$ cat src/rtl/chain_collector_pkg.sv
// ============================================================================
// Module   : chain_collector_pkg
// Brief    : Shared widths, header nibble and FSM encoding for chain_collector.
// Revision : 1.0 - initial release
// ============================================================================
`default_nettype none

package chain_collector_pkg;

  localparam int         c_DOUT_W     = 16;
  localparam int         c_CH_W       = 4;
  localparam int         c_SAMPLE_W   = 12;
  localparam logic [3:0] c_HDR_NIBBLE = 4'hA;

  typedef enum logic [1:0] {
    ST_IDLE    = 2'd0,
    ST_CAPTURE = 2'd1,
    ST_DONE    = 2'd2
  } state_t;

endpackage

`default_nettype wire

$ cat src/rtl/collector_fifo.sv
// ============================================================================
// Module   : collector_fifo
// Brief    : Synchronous first-word-fall-through FIFO with full/empty/level.
// Revision : 1.0 - initial release
// ============================================================================
`default_nettype none

module collector_fifo #(
  parameter int WIDTH = 16,
  parameter int DEPTH = 64
) (
  input  logic                     clk,
  input  logic                     rst,
  input  logic                     push,
  input  logic [WIDTH-1:0]         push_data,
  input  logic                     pop,
  output logic [WIDTH-1:0]         head,
  output logic                     empty,
  output logic                     full,
  output logic [$clog2(DEPTH):0]   level
);

  localparam int AW = $clog2(DEPTH);

  logic [WIDTH-1:0] r_mem [DEPTH];
  logic [AW-1:0]    r_wr_ptr;
  logic [AW-1:0]    r_rd_ptr;
  logic [AW:0]      r_count;
  logic             w_do_push;
  logic             w_do_pop;

  assign empty = (r_count == '0);
  assign full  = (r_count == DEPTH[AW:0]);
  assign level = r_count;
  assign head  = empty ? '0 : r_mem[r_rd_ptr];

  // A pop frees the head slot in the same cycle, so a push while full still fits
  assign w_do_pop  = pop & ~empty;
  assign w_do_push = push & (~full | w_do_pop);

  always_ff @(posedge clk) begin
    if (w_do_push) begin
      r_mem[r_wr_ptr] <= push_data;
    end
  end

  always_ff @(posedge clk or posedge rst) begin
    if (rst) begin
      r_wr_ptr <= '0;
      r_rd_ptr <= '0;
      r_count  <= '0;
    end else begin
      if (w_do_push) r_wr_ptr <= r_wr_ptr + 1'b1;
      if (w_do_pop)  r_rd_ptr <= r_rd_ptr + 1'b1;
      case ({w_do_push, w_do_pop})
        2'b10:   r_count <= r_count + 1'b1;
        2'b01:   r_count <= r_count - 1'b1;
        default: r_count <= r_count;
      endcase
    end
  end

endmodule

`default_nettype wire

$ cat src/rtl/chain_collector.sv
// ============================================================================
// Module   : chain_collector
// Brief    : Captures one daisy-chain frame per adc_ready rise into a stream FIFO.
//            Optional frame header word enabled by COLLECTOR_FRAME_HDR_EN.
// Revision : 1.0 - initial release
// ============================================================================
`default_nettype none

module chain_collector #(
  parameter int BITS_ADC   = 12,
  parameter int NUM_CH     = 16,
  parameter int WIN_LEN    = 34,
  parameter int FIFO_DEPTH = 64
) (
  input  logic                          clk,
  input  logic                          rst,
  input  logic                          adc_ready,
  input  logic [BITS_ADC:0]             chain_in,
  output logic [15:0]                   dout,
  output logic                          dout_valid,
  input  logic                          dout_ready,
  input  logic                          clr_status,
  output logic                          frame_done,
  output logic                          frame_err,
  output logic                          ovf,
  output logic                          overrun,
  output logic [$clog2(FIFO_DEPTH):0]   fifo_level
);

  import chain_collector_pkg::*;

  localparam int CNT_W = $clog2(NUM_CH + 2) + 1;
  localparam int WIN_W = $clog2(WIN_LEN + 1);

  logic [2:0]             r_z;
  logic                   w_rise;
  state_t                 r_state;
  logic [WIN_W-1:0]       r_win_cnt;
  logic [c_CH_W-1:0]      r_ch_cnt;
  logic [CNT_W-1:0]       r_word_cnt;
  logic                   w_smp_push;
  logic [c_DOUT_W-1:0]    w_smp_data;
  logic                   w_push;
  logic [c_DOUT_W-1:0]    w_push_data;
  logic                   w_pop;
  logic                   w_empty;
  logic                   w_full;
  logic                   w_drop;

  always_ff @(posedge clk or posedge rst) begin
    if (rst) r_z <= '0;
    else     r_z <= {r_z[1:0], adc_ready};
  end

  assign w_rise     = r_z[1] & ~r_z[2];
  assign w_smp_push = (r_state == ST_CAPTURE) & ~chain_in[BITS_ADC];
  assign w_smp_data = {r_ch_cnt, chain_in[c_SAMPLE_W-1:0]};

`ifdef COLLECTOR_FRAME_HDR_EN
  logic [c_SAMPLE_W-1:0] r_frame_cnt;
  logic                  w_hdr_push;

  assign w_hdr_push  = (r_state == ST_IDLE) & w_rise;
  assign w_push      = w_hdr_push | w_smp_push;
  assign w_push_data = w_hdr_push ? {c_HDR_NIBBLE, r_frame_cnt} : w_smp_data;

  always_ff @(posedge clk or posedge rst) begin
    if (rst)             r_frame_cnt <= '0;
    else if (w_hdr_push) r_frame_cnt <= r_frame_cnt + 1'b1;
  end
`else
  assign w_push      = w_smp_push;
  assign w_push_data = w_smp_data;
`endif

  always_ff @(posedge clk or posedge rst) begin
    if (rst) begin
      r_state    <= ST_IDLE;
      r_win_cnt  <= '0;
      r_ch_cnt   <= '0;
      r_word_cnt <= '0;
      frame_done <= 1'b0;
      frame_err  <= 1'b0;
    end else begin
      frame_done <= 1'b0;
      if (clr_status) frame_err <= 1'b0;
      case (r_state)
        ST_IDLE: begin
          if (w_rise) begin
            r_state    <= ST_CAPTURE;
            r_win_cnt  <= '0;
            r_ch_cnt   <= '0;
            r_word_cnt <= '0;
          end
        end
        ST_CAPTURE: begin
          // ch_cnt wraps as the channel tag; word_cnt saturates for the frame check
          if (w_smp_push) begin
            r_ch_cnt <= r_ch_cnt + 1'b1;
            if (r_word_cnt != '1) r_word_cnt <= r_word_cnt + 1'b1;
          end
          if (r_win_cnt == WIN_W'(WIN_LEN - 1)) begin
            r_state    <= ST_DONE;
            frame_done <= 1'b1;
          end else begin
            r_win_cnt <= r_win_cnt + 1'b1;
          end
        end
        ST_DONE: begin
          if (r_word_cnt != CNT_W'(NUM_CH)) frame_err <= 1'b1;
          r_state <= ST_IDLE;
        end
        default: r_state <= ST_IDLE;
      endcase
    end
  end

  assign w_pop  = dout_ready;
  assign w_drop = w_push & w_full & ~(w_pop & ~w_empty);

  always_ff @(posedge clk or posedge rst) begin
    if (rst) begin
      ovf     <= 1'b0;
      overrun <= 1'b0;
    end else begin
      if (w_drop)          ovf <= 1'b1;
      else if (clr_status) ovf <= 1'b0;
      if (w_rise && (r_state != ST_IDLE)) overrun <= 1'b1;
      else if (clr_status)                overrun <= 1'b0;
    end
  end

  collector_fifo #(
    .WIDTH (c_DOUT_W),
    .DEPTH (FIFO_DEPTH)
  ) u_fifo (
    .clk       (clk),
    .rst       (rst),
    .push      (w_push),
    .push_data (w_push_data),
    .pop       (w_pop),
    .head      (dout),
    .empty     (w_empty),
    .full      (w_full),
    .level     (fifo_level)
  );

  assign dout_valid = ~w_empty;

endmodule

`default_nettype wire
$ cat config.mk
export PLATFORM = sky130hd
export DESIGN_NAME = chain_collector
export DESIGN_NICKNAME = d
export VERILOG_FILES = /design/src/rtl/chain_collector_pkg.sv /design/src/rtl/collector_fifo.sv /design/src/rtl/chain_collector.sv
export SDC_FILE = /design/constraint.sdc
export NUM_CORES = 1
export LEC_CHECK = 0
export CORE_MARGIN = 2
export CORE_UTILIZATION = 31
export CTS_BUF_LIST = sky130_fd_sc_hd__clkbuf_16
export CTS_CLUSTER_SIZE = 16
export DETAILED_ROUTE_END_ITERATION = 16
export GPL_TIMING_DRIVEN = 1
export PLACE_DENSITY = 0.51
export SETUP_SLACK_MARGIN = 0.2
export SYNTH_ARGS = -nofsm -noshare
export SYNTH_HDL_FRONTEND = slang
export SYNTH_SLANG_ARGS = --single-unit
$ cat constraint.sdc
create_clock -name clk -period 4.2 [get_ports clk]
set_input_delay 0.42 -clock clk [delete_from_list [all_inputs] [get_ports clk]]
set_output_delay 0.42 -clock clk [all_outputs]
set_load 0.005 [all_outputs]
**Word-level counts from Yosys, hierarchy flattened**

Memory sizes are Yosys's and may differ from the RTL's.
Index checks and enable logic that the tools add are counted.

- Bits in registers: 44
- Latch bits: 0
- Bits in writable memories: 1024
- Memory bits (read-only): 0
- Output and inout bits: 28
- Memories: 1

Memory list:

| memory | words | bits a word | rd ports | clocked after Yosys merged registers in | write ports | RTL line | source |
|---|---|---|---|---|---|---|---|
| u_fifo.r_mem | 64 | 16 | 1 | 0 | 1 | collector_fifo.sv:25 | `logic [WIDTH-1:0] r_mem [DEPTH];` |

- Add/subtract/negate cells: 7
- Multiply operators: 0
- Div/mod/pow operators: 0
- Order comparisons: 0
- Equal/unequal tests: 13
- Shift-type cells: 0
- Mux-type cells: 24
- Bitwise logic cells: 12
- Reduce and logical (&&, ||, !) cells: 12

Operators with widths:

| operator | count |
|---|---|
| 6-bit by 1-bit adder with 6-bit output, second input constant | 4 |
| 6-bit two-way mux | 4 |
| 6-bit one-hot mux with 2 select lines | 2 |
| 16-bit two-way mux | 1 |
| 7-bit one-hot mux with 2 select lines | 1 |
| 1-bit two-way mux | 10 |
| 2-bit nonzero test | 5 |
| 4-bit two-way mux | 2 |
| 4-bit one-hot mux with 2 select lines | 1 |
| 7-bit by 1-bit adder with 7-bit output, second input constant | 1 |
| 7-bit equality test, second input constant | 1 |
| 7-bit logical NOT | 1 |
| 7-bit by 1-bit subtractor with 7-bit output, second input constant | 1 |
| 1-bit bitwise AND | 6 |
| 6-bit equality test, second input constant | 1 |
| 2-bit by 1-bit inequality test with 1-bit output, second input constant | 3 |
| 6-bit by 5-bit inequality test with 1-bit output, second input constant | 1 |
| 6-bit inequality test, second input constant | 1 |
| 3-bit AND reduction | 2 |
| 1-bit inverter | 5 |
| 4-bit by 1-bit adder with 4-bit output, second input constant | 1 |
| 2-bit by 1-bit equality test with 1-bit output, second input constant | 2 |
| 2-bit equality test, second input constant | 2 |
| 2-bit two-way mux | 2 |
| other kinds (7) | 8 |

**Depth between registers and ports, before layout**

Gate-level depths: netlist of run 1.

- Depth after elaboration: 7
- Gate-level depth with buffers: 14
- Depth with buffers taken out: 11

**Modules after synthesis**

Synthesis of run 1 repeated with hierarchy kept, for this count alone.

- Cell total of the unflattened synthesis: 2017
- Area, all modules: 41353.4 µm²

Modules (own cells, without submodules):

| module | times used | cells an instance | area an instance (µm²) | sequential area each (µm²) |
|---|---|---|---|---|
| collector_fifo | 1 | 1901 | 40132.2 | 31224.9 |
| chain_collector | 1 | 116 | 1221.2 | 625.6 |

**Worst setup path before layout of run 1**

Ideal clock, no wire load.

- Kind: register to register
- Start: register u_fifo.r_count[2], in the netlist u_fifo.level[2]
- End: register u_fifo.r_count[6], in the netlist u_fifo.level[6]
- Data arrival time: 3.142 ns
- Required time: 4.121 ns
- Slack: 0.979 ns
- Stages on the path, launching flop included: 15
- Clock period less this slack: 3.221 ns
- Cell sequence: dfrtp_1 buf_2 nor4_4 nand3b_2 and2_1 clkbuf_1 ha_1 clkbuf_1 xor2_1 ha_1 a21boi_0 o22a_1 a211o_1 a31oi_1 xor2_1

- Word-level cells in the longest chain between the ends: 7
- Elaborated cells between the ends (all ways): 13

RTL lines:

| element | RTL line | source |
|---|---|---|
| start, declared | collector_fifo.sv:28 | `logic [AW:0] r_count;` |
| start signal, assigned | collector_fifo.sv:56 | `2'b10: r_count <= r_count + 1'b1;` |
| start signal, assigned | collector_fifo.sv:57 | `2'b01: r_count <= r_count - 1'b1;` |
| start signal, assigned | collector_fifo.sv:58 | `default: r_count <= r_count;` |
| 7-bit logical NOT * | collector_fifo.sv:32 | `assign empty = (r_count == '0);` |
| 1-bit inverter * | n/a |  |
| named net dout_valid | chain_collector.sv:20 | `output logic dout_valid,` |
| 1-bit bitwise AND * | collector_fifo.sv:38 | `assign w_do_pop = pop & ~empty;` |
| named net u_fifo.w_do_pop | collector_fifo.sv:30 | `logic w_do_pop;` |
| 1-bit bitwise OR | collector_fifo.sv:39 | `assign w_do_push = push & (~full \| w_do_pop);` |
| 1-bit bitwise AND | collector_fifo.sv:39 |  |
| 2-bit by 1-bit equality test with 1-bit output / 2-bit equality test (equally long branches) | collector_fifo.sv:55 | `case ({w_do_push, w_do_pop})` |
| 7-bit one-hot mux with 2 select lines / 2-bit nonzero test (equally long branches) | n/a |  |

The timed path passes the listed nets; every way through them passes the cells marked *.
A chain may end at the register's enable or synchronous reset.

**Final worst setup path of run 1**

- Start: register u_fifo.r_rd_ptr[0]
- End: output dout[9]

- Word-level cells in the longest chain between the ends: 2

RTL lines:

| element | RTL line | source |
|---|---|---|
| start, declared | collector_fifo.sv:27 | `logic [AW-1:0] r_rd_ptr;` |
| start signal, assigned | collector_fifo.sv:54 | `if (w_do_pop) r_rd_ptr <= r_rd_ptr + 1'b1;` |
| memory read 64 x 16 bit | n/a |  |
| 16-bit two-way mux | collector_fifo.sv:35 | `assign head = empty ? '0 : r_mem[r_rd_ptr];` |
| end, declared | chain_collector.sv:19 | `output logic [15:0] dout,` |

Every way passes these cells.

==> flow_metrics.py, run 1 <==
metrics = {
    "synthesis": {
        "synth_commonest_cells": "edfxtp_1 (1024), mux4_2 (192), mux2i_1 (129)",
        "ys.flop_type": "edfxtp_1",
        "synthXorXnorAreaFrac": 0.005491,
        "yosysMostFrequentCell": "edfxtp_1",
        "synth_area_leaders": "edfxtp_1 (74%), mux4_2 (10%), mux2i_1 (3.1%), dfrtp_1 (2.7%), a211oi_1 (1.1%)",
        "muxShareOfSynthArea": 0.1362,
        "synth_area_leader_cell": "edfxtp_1",
        "synth_top_family_by_area": "multiplexers",
        "yosysSeqAreaShare": 0.7680,
        "synth.distinct_cells": 62,
        "yosys_register_bits": 1068,
        "synth_edf_count": 1024,
        "synthAdderAreaFrac": 0.003017,
        "yosysWarningCount": 0,
        "avgSynthCellArea_sq_um": 20.62,
        "synthesis.nets": 2039,
        "async_flop_share": 0.04120,
        "syn_inst": 2011,
        "synth-compound-area-share": 0.04921,
        "yosys.area_share.simple": 0.02118,
        "synth_top_cell_area_share": 0.7414,
        "syn_area_sq_um": 41470,
    },
    "clock_network": {
        "cts_buffer_depth": 3,
        "clock_latency_ns": 0.68,
        "cts_buffers": 106,
        "cts-htree-levels": 3,
        "cts_root_buffer": "clkbuf_16",
        "cts_sinks": 1068,
        "clkTransAtPathRegs_ns": 0.06,
        "tritoncts": "built",
    },
    "global_route": {
        "grt_pass1_vias": 21118,
        "grt.busiest_layer": "met2",
        "grt.met2_usage": 0.2646,
        "antenna_found_initial": 3,
        "grt_pass1_wl_um": 155300,
        "use_met1": 0.2173,
        "grt_max_degree": 66,
        "grt_use_met3": 0.02653,
        "overflow": 0,
        "grt_util_all_layers": 0.1584,
    },
    "critical_path": {
        "critPathLaunchType": "flop",
        "criticalPathCategory": "reg2out",
        "crit_fanout": 24,
        "cp-end-kind": "output pin",
        "crit_required_ns": 3.78,
        "arrival_ns": 3.50,
    },
    "floorplan": {
        "core_sq_um": 133100,
        "die_area_sq_um": 136700,
        "io_pins": 46,
        "start_util": 0.3115,
        "die_w_um": 369.8,
        "fp-row-count": 134,
        "die_y_um": 369.8,
    },
    "placement": {
        "routabilityCongestion": 0.7660,
        "dp_hpwl_um": 63680,
        "place_ws_ns": 0.3757,
        "dpl_cell_area_sq_um": 44880,
        "port-buffer-count": 45,
    },
    "power_and_ir_drop": {
        "p_comb_frac": 0.331,
        "swShare": 0.3192,
        "power.switching_uw": 10750,
        "power_frac_clock": 0.282,
        "peakVddDrop_v": 0.0003658,
        "p_leak_uw": 0.01613,
        "sequentialPowerShare": 0.387,
        "p_int_uw": 22920,
        "p_per_area_nw_per_um2": 682.9,
    },
    "layout": {
        "fin_area_sq_um": 49300,
        "synthToLayoutAreaGrowth_pct": 18.87,
        "fin_util": 0.3703,
        "layout.nets": 2270,
        "drive_above_1_share": 0.2739,
        "fill_cells": 12168,
    },
    "route": {
        "avgViaCountPerCell": 5.115,
        "drt-pass1-iter-count": 7,
        "ant_nets": 0,
        "via_count": 20980,
        "first_iter_violations": 2131,
        "wl_per_cell_um": 26.78,
        "drc": 0,
        "drt_wl_total_um": 109800,
    },
    "min_path": {
        "hold_class": "in2reg",
    },
    "timing": {
        "hold_violations": 0,
        "hold_ws_ns": 0.09551,
        "rsz0062_at_grt": "yes",
        "fmax_mhz": 255.2,
        "slew-limit-headroom": 0.2339,
        "tightest_slew_ns": 1.146,
        "fin_crit_ns": 3.919,
        "drv_slew": 0,
        "setup_viol": 0,
        "tns_ns": 0,
        "setup_ws_ns": 0.2811,
        "timing.final.crit_share": 0.9331,
        "clock_skew_ns": 0.02702,
    },
    "job": {
        "cap_violations": 0,
    },
    "run_status": {
        "status": "complete, no violations",
    },
}
[per-stage QoR]
| step | total power [uW] | std cells |
|---|---|---|
| floorplan | 19000 | 2011 |
| global placement | 23250 | 3869 |
| detailed placement | 23400 | 3869 |
| CTS | 33490 | 4087 |
| global route | 34950 | 4101 |
| finish | 33670 | 4102 |
[kinds of logic after synthesis]
family	count (synthesis)
multiplexers	324
AO/OA/AOI/OAI	274
flip-flops	1068
adder cells (fa/ha/maj)	10
XOR/XNOR	26
AND/OR/NAND/NOR	181
buffers and inverters	128
[state kept, by name (all words and copies together), names as in the netlist, 2 cells and up]
name and flops:
r_z 3, u_fifo.r_rd_ptr 6, r_ch_cnt 4, u_fifo.r_wr_ptr 6, r_state 2, r_word_cnt 6, u_fifo.r_mem 1024, u_fifo.level 7
r_win_cnt 6
[power groups by stage]
stage                     Combinational [uW]  Sequential (uW)  Clock (uW)
after floorplan                         5930            13100           0
after CTS                              10800            13000        9680
final                                  11200            13000        9490
after detailed placement               10100            13300           0
after global routing                   11800            13100       10100
after global placement                  9970            13300           0
[cell usage in the layout, fill, tap and decap left out, types with 9 or more instances in the layout]
| cell type | n |
|---|---|
| a211oi_1 | 33 |
| a211oi_2 | 25 |
| a21o_1 | 23 |
| a21oi_1 | 14 |
| a22o_1 | 22 |
| a22oi_1 | 33 |
| buf_12 | 19 |
| buf_2 | 12 |
| buf_4 | 155 |
| bufinv_16 | 13 |
| clkbuf_16 | 111 |
| clkdlybuf4s50_1 | 31 |
| clkinv_1 | 23 |
| clkinv_2 | 19 |
| dfrtp_1 | 36 |
| edfxtp_1 | 1024 |
| ha_1 | 10 |
| inv_1 | 29 |
| mux2i_1 | 129 |
| mux4_2 | 192 |
| nand2_1 | 31 |
| nand3_1 | 9 |
| nor2_1 | 86 |
| o221ai_1 | 28 |
| o22ai_1 | 32 |
| xor2_1 | 18 |
[final timing paths]
path                       slack, ns                    to  cells after the start          startpoint
max                             0.28               dout[9]                      9  u_fifo.r_rd_ptr[0]
max in group asynchronous       3.10    u_fifo.r_rd_ptr[0]                      2                 rst
min in group asynchronous       0.31       u_fifo.level[4]                      2                 rst
min                              0.1  u_fifo.r_mem[62][11]                      1        chain_in[11]
max reg2reg                     0.68       u_fifo.level[6]                     11     u_fifo.level[2]
min reg2reg                     0.36                r_z[1]                      0              r_z[0]
[timing repair]
action | 4_1_cts | 5_1_grt
setup endpoints to repair | 16 | 16
cloned | 3 | 3
pin swaps | 4 | 4
gates resized for setup | 39 | 50
setup buffers | 16 | 11
hold buffers | 0 | 0
[critical path, cell delays in order, from the launching register on]
cell	delay, ns
dfrtp_4	0.52
buf_8	0.18
or3b_1	0.41
buf_6	0.23
o221ai_2	0.27
a211oi_2	0.06
buf_4	0.18
a21o_1	0.18
o21ai_2	0.22
clkdlybuf4s50_1	0.56
[per-layer routing]
metal	vias to the layer above	wire length, um
met5	-	12
li1	8854	-
met3	119	6525
met1	11341	47230
met2	664	54150
met4	2	1921
[final cells by class]
type / count / area [sq um] / area share
sequential: 1068 / 31870 / 0.6464
multi-input combinational: 815 / 9275 / 0.1881
clock buffer: 108 / 2703 / 0.05482
timing repair buffer: 239 / 2386 / 0.04840
tap: 1768 / 2212 / 0.04487
clock inverter: 91 / 809.5 / 0.01642
inverter: 12 / 45.04 / 0.0009137
antenna: 1 / 2.502 / 0.00005076
Note: power is estimated with default switching activity, not from simulation.
==> run 2: changes to the inputs <==
ABC_CLOCK_PERIOD_IN_PS = 4200   (was not set)
SLEW_MARGIN = 5   (was not set)
==> results of run 2 <==
Same layout as run 1: the final DEF is identical, and so are final timing and power.
==> run 3: changes to the inputs <==
CORE_ASPECT_RATIO = 0.7   (was not set)
SLEW_MARGIN = 20   (was 5)
==> run 3 against run 2 <==
Effect of this change:
- non-clock buffer count is 17 higher
- count of clock-buffer cells in the layout is 7 lower
- utilization is 0.19 points higher
- wire length is 6.8% higher
- die area hardly changed
- first-iteration DRC count is 34% higher
- cell area is 0.41% higher
- largest cell class unchanged
==> flow_metrics.py, run 3 (synthesis results as in run 1) <==
metrics = {
    "run_status": {
        "status": "complete, no violations",
    },
    "critical_path": {
        "arrival_ns": 3.65,
        "criticalPathCategory": "reg2out",
        "crit_required_ns": 3.78,
        "path_buf_inv": 7,
        "cpLargestDelayFamily": "buffers and inverters",
        "critPathLaunchType": "flop",
        "cp_common_cell": "buf_12",
        "cp.depth": 12,
        "cpMaxStageDelayCell": "dfrtp_4",
        "cp-end-kind": "output pin",
        "cpPeakStageDelay_ns": 0.49,
        "r2r_cells": 11,
        "crit_chain": "buf_12, buf_16, buf_12, nand3b_1, buf_12, buf_12, o22ai_2, a211oi_4, a211oi_2, buf_4, a21o_1, clkdlybuf4s50_1",
        "crit_fanout": 8,
    },
    "min_path": {
        "hold_depth": 1,
        "hold_class": "in2reg",
    },
    "route": {
        "avgViaCountPerCell": 5.234,
        "drt-pass1-iter-count": 6,
        "via_count": 21459,
        "wl_per_cell_um": 28.61,
        "drt_wl_total_um": 117300,
        "drc": 0,
        "first_iter_violations": 2851,
        "ant_nets": 0,
    },
    "placement": {
        "dp_hpwl_um": 69380,
        "port-buffer-count": 45,
        "routabilityCongestion": 0.8418,
    },
    "timing": {
        "tightest_slew_ns": 1.094,
        "tns_ns": 0,
        "setup_viol": 0,
        "clock_skew_ns": 0.02908,
        "fmax_mhz": 245.5,
        "fin_crit_ns": 4.073,
        "rsz0062_at_grt": "yes",
        "timing.final.crit_share": 0.9698,
        "slew-limit-headroom": 0.2703,
        "drv_slew": 0,
        "hold_violations": 0,
    },
    "power_and_ir_drop": {
        "p_leak_uw": 0.01621,
        "p_per_area_nw_per_um2": 694.3,
        "peakVddDrop_v": 0.0004233,
    },
    "global_route": {
        "grt_pass1_wl_um": 162800,
        "antenna_found_initial": 11,
        "grt_util_all_layers": 0.1698,
        "grt_pass1_vias": 21145,
        "overflow": 0,
        "grt_max_degree": 68,
    },
    "job": {
        "cap_violations": 0,
    },
    "clock_network": {
        "clock_latency_ns": 0.71,
        "postCtsHoldBufs": 0,
        "clkTransAtPathRegs_ns": 0.07,
        "cts_buffer_depth": 3,
        "cts_root_buffer": "clkbuf_16",
        "tritoncts": "built",
        "cts-htree-levels": 3,
        "cts_buffers": 100,
        "cts_sinks": 1068,
    },
    "floorplan": {
        "core_sq_um": 133000,
        "die_y_um": 310.0,
        "die_area_sq_um": 136800,
        "die_w_um": 441.2,
        "io_pins": 46,
        "start_util": 0.3119,
        "fp-row-count": 112,
    },
    "layout": {
        "final_common_cell": "edfxtp_1",
        "drive_above_1_share": 0.2809,
        "fin_util": 0.3722,
        "regMostFlops": "u_fifo.r_mem",
        "mostFrequentLayoutCells": "edfxtp_1 (1024), mux4_2 (192), buf_4 (163), mux2i_1 (128), clkbuf_16 (103)",
        "synthToLayoutAreaGrowth_pct": 19.35,
        "largest_register_ffs": 1024,
        "layout.nets": 2281,
    },
}
-- run 3: changes by cell type in the layout (fill, tap and decap cells not counted), moves of 7 or more --
cell             delta
a211oi_2            -9
a211oi_4           +13
a22oi_1            -10
a22oi_2            +10
buf_16              +7
buf_4               +8
clkbuf_16           -8
clkdlybuf4s50_1    -11
dlygate4sd2_1       +8
-- run 3: what timing repair did --
item,in CTS,in global routing
cloned,14,2
setup endpoints to repair,16,11
pin swaps,15,6
setup buffers,25,8
gates resized for setup,138,13
-- run 3: layout make-up --
type / count / area (sq um)
Fill cell: 12011 / 83490
Sequential cell: 1068 / 31860
Multi-Input combinational cell: 815 / 9493
Timing Repair Buffer: 256 / 2749
Clock buffer: 101 / 2527
Tap cell: 1767 / 2211
Clock inverter: 80 / 606.8
Inverter: 12 / 46.29
Antenna cell: 1 / 2.502
-- run 3: final timing paths --
path	start	endpoint	slack, ns
setup / recovery	u_fifo.r_rd_ptr[0]	dout[6]	0.13
hold / removal	adc_ready	r_z[0]	0.16
setup reg to reg	u_fifo.level[2]	u_fifo.level[6]	0.71
hold reg to reg	r_z[0]	r_z[1]	0.35
max in group asynchronous	rst	u_fifo.r_rd_ptr[1]	3.43
min in group asynchronous	rst	u_fifo.level[6]	0.18
-- run 3: stage by stage --
step	instance area [sq um]	power [uW]	instances	setup slack (ns)	hold slack (ns)
after floorplan	41470	19000	2011	0.9785	0.3312
after global placement	44860	23760	3869	0.3263	0.3362
after detailed placement	44860	23830	3869	0.3123	0.3404
after CTS	49320	34350	4089	0.06681	0.1165
after global routing	49500	35530	4099	0.03237	0.1401
final	49500	34370	4100	0.1268	0.1561
-- run 3: power by group --
group          total (uW)  switching, uW  internal, uW
sequential          13000            478         12500
combinational       12600           7210          5350
clock                8830           3980          4850
total               34400          11700         22700
-- run 3: routing by layer --
layer  GRT usage  share of wire  vias to the layer above
met5           0        0.00011                        -
met4     0.03905          0.018                        2
met3     0.04385          0.094                      153
met2      0.2397           0.43                      918
met1      0.2604           0.46                    11524
li1            -              -                     8862
